==> src/rtl/fpu_fcsr_unit.sv <==
// fpu_fcsr_unit: FP control/status register unit.
// Holds per-instruction exception flags in an in-order pending queue until the
// instruction retires, accrues them into sticky fflags, and services the
// fflags/frm/fcsr CSR accesses with swap (read-before-write) semantics.
// Optional build macro: FCSR_RM_CHECK_EN adds the registered rm_illegal output.
module fpu_fcsr_unit #(
    parameter int DEPTH = 4
) (
    input  logic                       clk,
    input  logic                       rst,
    input  logic                       flag_valid,
    output logic                       flag_ready,
    input  logic [4:0]                 flag_bits,
    input  logic                       retire_fp,
    input  logic                       flush,
    input  logic                       csr_valid,
    input  logic [1:0]                 csr_op,
    input  logic [11:0]                csr_addr,
    input  logic [31:0]                csr_wdata,
    output logic                       csr_hit,
    output logic [31:0]                csr_rdata,
    output logic                       csr_busy,
    output logic [4:0]                 fflags,
    output logic [2:0]                 frm,
    output logic [$clog2(DEPTH+1)-1:0] pend_count
`ifdef FCSR_RM_CHECK_EN
    ,
    output logic                       rm_illegal
`endif
);

    localparam int CW = $clog2(DEPTH + 1);
    localparam int PW = $clog2(DEPTH);
    localparam logic [CW-1:0] DEPTH_C  = CW'(DEPTH);
    localparam logic [PW-1:0] PTR_LAST = PW'(DEPTH - 1);

    localparam logic [1:0] OP_RW = 2'b01;
    localparam logic [1:0] OP_RS = 2'b10;
    localparam logic [1:0] OP_RC = 2'b11;

    localparam logic [11:0] ADDR_FFLAGS = 12'h001;
    localparam logic [11:0] ADDR_FRM    = 12'h002;
    localparam logic [11:0] ADDR_FCSR   = 12'h003;

    logic [4:0]    r_mem [DEPTH];
    logic [PW-1:0] r_wptr;
    logic [PW-1:0] r_rptr;
    logic [CW-1:0] r_count;
    logic [4:0]    r_fflags;
    logic [2:0]    r_frm;

    logic       w_push;
    logic       w_pop;
    logic [4:0] w_retire_flags;
    logic [4:0] w_eff;
    logic       w_csr_wr;
    logic [7:0] w_operand;
    logic [7:0] w_csr_new;
    logic [4:0] w_fflags_next;
    logic [2:0] w_frm_next;
    logic       w_unused_wdata;

    // Apply a CSR read-modify-write operation bitwise over the packed {frm, fflags} image.
    function automatic logic [7:0] csr_apply(input logic [1:0] op,
                                             input logic [7:0] old_v,
                                             input logic [7:0] w);
        case (op)
            OP_RW:   csr_apply = w;
            OP_RS:   csr_apply = old_v | w;
            OP_RC:   csr_apply = old_v & ~w;
            default: csr_apply = old_v;
        endcase
    endfunction

    // Circular pointer advance wrapping at DEPTH (DEPTH need not be a power of two).
    function automatic logic [PW-1:0] ptr_inc(input logic [PW-1:0] p);
        ptr_inc = (p == PTR_LAST) ? '0 : p + PW'(1);
    endfunction

    assign w_unused_wdata = ^csr_wdata[31:8];

    assign flag_ready     = (r_count < DEPTH_C);
    assign w_push         = flag_valid && flag_ready;
    assign w_pop          = retire_fp && (r_count != '0);
    assign w_retire_flags = w_pop ? r_mem[r_rptr] : 5'b0;
    // The CSR access is ordered after the retiring instruction, so it sees its flags.
    assign w_eff          = r_fflags | w_retire_flags;

    assign csr_hit  = csr_valid && ((csr_addr == ADDR_FFLAGS) ||
                                    (csr_addr == ADDR_FRM)    ||
                                    (csr_addr == ADDR_FCSR));
    assign w_csr_wr = csr_hit && (csr_op != 2'b00);
    assign csr_busy = (r_count > CW'(1)) || ((r_count == CW'(1)) && !retire_fp);

    assign fflags     = r_fflags;
    assign frm        = r_frm;
    assign pend_count = r_count;

    // Read mux returns the pre-write value, including flags retiring this cycle.
    always_comb begin
        csr_rdata = 32'b0;
        case (csr_addr)
            ADDR_FFLAGS: csr_rdata = {27'b0, w_eff};
            ADDR_FRM:    csr_rdata = {29'b0, r_frm};
            ADDR_FCSR:   csr_rdata = {24'b0, r_frm, w_eff};
            default:     csr_rdata = 32'b0;
        endcase
    end

    // Align the write operand into the {frm, fflags} image and select the fields the address owns.
    always_comb begin
        w_operand = {3'b0, csr_wdata[4:0]};
        if (csr_addr == ADDR_FRM) begin
            w_operand = {csr_wdata[2:0], 5'b0};
        end else if (csr_addr == ADDR_FCSR) begin
            w_operand = csr_wdata[7:0];
        end
        w_csr_new     = csr_apply(csr_op, {r_frm, w_eff}, w_operand);
        w_fflags_next = w_eff;
        w_frm_next    = r_frm;
        if (w_csr_wr) begin
            if (csr_addr != ADDR_FRM) begin
                w_fflags_next = w_csr_new[4:0];
            end
            if (csr_addr != ADDR_FFLAGS) begin
                w_frm_next = w_csr_new[7:5];
            end
        end
    end

    // Queue storage: contents are don't-care after reset/flush, so no reset here.
    always_ff @(posedge clk) begin
        if (w_push) begin
            r_mem[r_wptr] <= flag_bits;
        end
    end

    // Control state: pointers, occupancy, and the architectural fflags/frm registers.
    always_ff @(posedge clk) begin
        if (rst) begin
            r_wptr   <= '0;
            r_rptr   <= '0;
            r_count  <= '0;
            r_fflags <= 5'b0;
            r_frm    <= 3'b0;
        end else begin
            r_fflags <= w_fflags_next;
            r_frm    <= w_frm_next;
            if (flush) begin
                r_wptr  <= '0;
                r_rptr  <= '0;
                r_count <= '0;
            end else begin
                if (w_push) begin
                    r_wptr <= ptr_inc(r_wptr);
                end
                if (w_pop) begin
                    r_rptr <= ptr_inc(r_rptr);
                end
                case ({w_push, w_pop})
                    2'b10:   r_count <= r_count + CW'(1);
                    2'b01:   r_count <= r_count - CW'(1);
                    default: r_count <= r_count;
                endcase
            end
        end
    end

`ifdef FCSR_RM_CHECK_EN
    logic r_rm_illegal;

    // Reserved rounding-mode encodings flagged one cycle after frm is written.
    always_ff @(posedge clk) begin
        if (rst) begin
            r_rm_illegal <= 1'b0;
        end else begin
            r_rm_illegal <= (w_frm_next >= 3'b101);
        end
    end

    assign rm_illegal = r_rm_illegal;
`endif

endmodule

==> config.mk <==
export PLATFORM = sky130hd
export DESIGN_NAME = fpu_fcsr_unit
export DESIGN_NICKNAME = d
export VERILOG_FILES = /design/src/rtl/fpu_fcsr_unit.sv
export SDC_FILE = /design/constraint.sdc
export NUM_CORES = 1
export LEC_CHECK = 0
export ABC_AREA = 1
export BUFFER_PORTS_ARGS = -buffer_cell sky130_fd_sc_hd__buf_2
export CORE_UTILIZATION = 47
export DETAILED_ROUTE_END_ITERATION = 12
export PLACE_DENSITY = 0.82
export SETUP_SLACK_MARGIN = 0.15
export SYNTH_ARGS = -nofsm -noshare
export SYNTH_HDL_FRONTEND = slang
export SYNTH_SLANG_ARGS = --single-unit
==> constraint.sdc <==
create_clock -name clk -period 2.6 [get_ports clk]
set_clock_uncertainty 0.2 [all_clocks]
set_input_delay 0.26 -clock clk [delete_from_list [all_inputs] [get_ports clk]]
set_output_delay 0.26 -clock clk [all_outputs]
set_load 0.05 [all_outputs]
==> key figures <==
Floorplanning
  • FP Rows: 24
  • Top Ports: 103
  • Core area: 0.00441 mm^2
  • Initial core utilization: 49.3%
  • Die area: 0.00491 mm^2
  • Die X: 70.0 um
  • Die Y: 70.0 um

Routing
  • DR top layer: met4
  • Routed metal-1 wirelength: 1.79 mm
  • Via count: 1887
  • Drt pass-1 iters: 4
  • WL per Instance: 11.1 um
  • WL final: 4.38 mm
  • Antenna-violating nets left: 0
  • Routed wl met3: 374 um
  • DRC viols: 0
  • Drt initial violations: 81
  • Routed met2 length: 2.12 mm
  • Via density: 4.78

Global route
  • Initial antenna violation count: 0
  • Vias in the first global route: 1634
  • Largest net degree at the start of global routing: 13
  • GRT Total Usage: 18.4%
  • Final global-route overflow total: 0
  • Global-route wire length before repair: 7.00 mm

Layout
  • # diodes: 0
  • Most common cell after layout, fill and taps aside: nand2_1
  • Area Growth Syn to Fin: 21.9%
  • Utilization after layout: 60.1%
  • Post-layout nets: 409
  • Most frequent cells in the layout: nand2_1 (64), buf_2 (49), inv_1 (38), nand3_1 (27), conb_1 (24)
  • Layout cells sized above 1: 23.9%

Timing
  • Fin. max-slew vios: 0
  • Worst setup margin: 0.288 ns
  • Worst Tran Pin Value: 0.511 ns
  • Setup TNS Final: 0 ns
  • Tmin final: 2.31 ns
  • WHS: 0.0356 ns
  • Final hold viol count: 0
  • Worst slew margin: 65.8%
  • Maximum clock frequency: 0.432 GHz
  • Final setup violating endpoints: 0
  • RSZ-0062 raised after global routing: false
  • Final period util: 88.9%

Place
  • Port bufs: 54
  • DP HPWL: 3.19 mm
  • Placer Congestion: 0.787
  • Placement Setup Slack: 0.331 ns

Logic synthesis
  • Async SR Flop Fraction: 0%
  • Ys Warns: 0
  • Post-synthesis cell type count: 26
  • Dominant synthesized flop cell: edfxtp_1
  • Synth Instances: 276
  • Register area share after synthesis: 43.2%
  • EDFF count, synth: 20
  • Cell Area, Synth: 0.00218 mm^2
  • Mapped Avg Cell Area: 7.88 um^2
  • Cell taking the most area after synthesis: edfxtp_1
  • Register bit total from synthesis: 37
  • Share of the synthesized area in the top cell type: 27.6%
  • Area contributors post-synth: edfxtp_1 (28%), dfxtp_1 (16%), nand2_1 (11%)

Clock network
  • # clock sinks: 37
  • H-Tree Depth: 2
  • Root buf cell: clkbuf_8
  • Clk_lat worst skew: 0.29 ns
  • Clock Path Buffers: 2
  • CTS tree: yes
  • Total CTS buffers: 5
  • Clock edge transition at the registers on the reported setup and hold paths: 0.07 ns

Setup path
  • CP Capture Type: primary output
  • Critical path type: reg -> out
  • CP Launch Type: flop
  • Max Fanout on Critical Path: 5
  • Req. time, crit path: 2.14 ns
  • R2R Setup Slk: 0.58 ns
  • FF-to-FF path depth: 8
  • Worst EP arrival: 1.85 ns

Run status
  • Status: completed

Power and ir drop
  • Final Power: 0.00142 W
  • Pwr dens: 534 mW/mm^2
  • Max IR drop VDD: 0.348 mV
  • Leakage power: 1.29 nW

Worst hold path
  • Hold Path Depth: 2
  • Worst Hold Class: in -> reg

Flow run
  • Max cap viols: 0
power breakdown:
group | internal, W | total, W | switching (W)
Clock | 0.000288 | 0.000487 | 0.000200
Sequential | 0.000638 | 0.000649 | 0.0000107
Combinational | 0.0000698 | 0.000281 | 0.000211
state kept, by name, indices dropped and copies added (netlist names), named ones only:
name	cells
frm	3
pend_count	3
r_wptr	2
fflags	5
r_mem	20
r_rptr	2
metrics by stage:
| stage | instances | area [um^2] |
|---|---|---|
| after global routing | 395 | 2650 |
| final | 395 | 2650 |
| after global placement | 380 | 2450 |
| after floorplan | 299 | 2290 |
| after CTS | 393 | 2630 |
| after detailed placement | 380 | 2450 |
final timing paths:
kind                                     from             to
worst max-delay path            pend_count[1]   csr_rdata[1]
worst min-delay path                      rst      fflags[4]
worst max register to register  pend_count[1]  pend_count[2]
worst min register to register         frm[2]         frm[2]
area by class of cell:
type | count | area, um^2
clock buffer | 6 | 72.6
multi-input combinational | 196 | 1030
sequential | 37 | 942
inverter | 41 | 154
fill | 367 | 1760
tap | 52 | 65.1
timing repair buffer | 61 | 352
clock inverter | 2 | 38.8
layer usage:
layer	GRT usage (%)	up-vias
met3	6.64	10
met2	29.6	86
met1	21.2	822
met5	0	-
met4	10.0	0
li1	-	969
Yosys cell counts, types with 2 or more instances:
master,count
nor2_2,4
buf_2,2
inv_1,38
buf_4,24
ha_1,10
o211ai_1,2
o21ai_0,13
nand3b_1,3
edfxtp_1,20
nand2_1,64
nor2_1,24
inv_2,2
nand2_2,2
nand3_1,27
a21oi_1,13
dfxtp_1,17
nor3_1,2
critical path, stage by stage, from the launching register on:
cell	delay, ns
dfxtp_1	0.35
inv_1	0.11
ha_1	0.26
a21boi_4	0.24
nand3_1	0.14
nand2_1	0.11
inv_1	0.07
o22ai_2	0.11
buf_6	0.18
timing repair:
item | 4_1_cts | 5_1_grt
hold buffers | 5 | 0
endpoints found under the hold margin | 20 | 0
setup endpoints to repair | 5 | 5
pin swaps | 0 | 1
buffers inserted | 0 | 1
gates cloned | 0 | 1
resized for setup | 6 | 2
cell families (layout without fill, tap and decap cells):
kind of cell,Yosys count,count (layout),share of synthesized area (%)
buf+inv,67,110,15.8
compound gates,32,33,8.34
flops,37,37,43.2
xor+xnor,1,1,0.403
other cells,1,24,0.172
fa+ha+maj,10,10,5.75
simple gates,128,128,26.3
No activity file was read; power rests on OpenSTA's default activity.
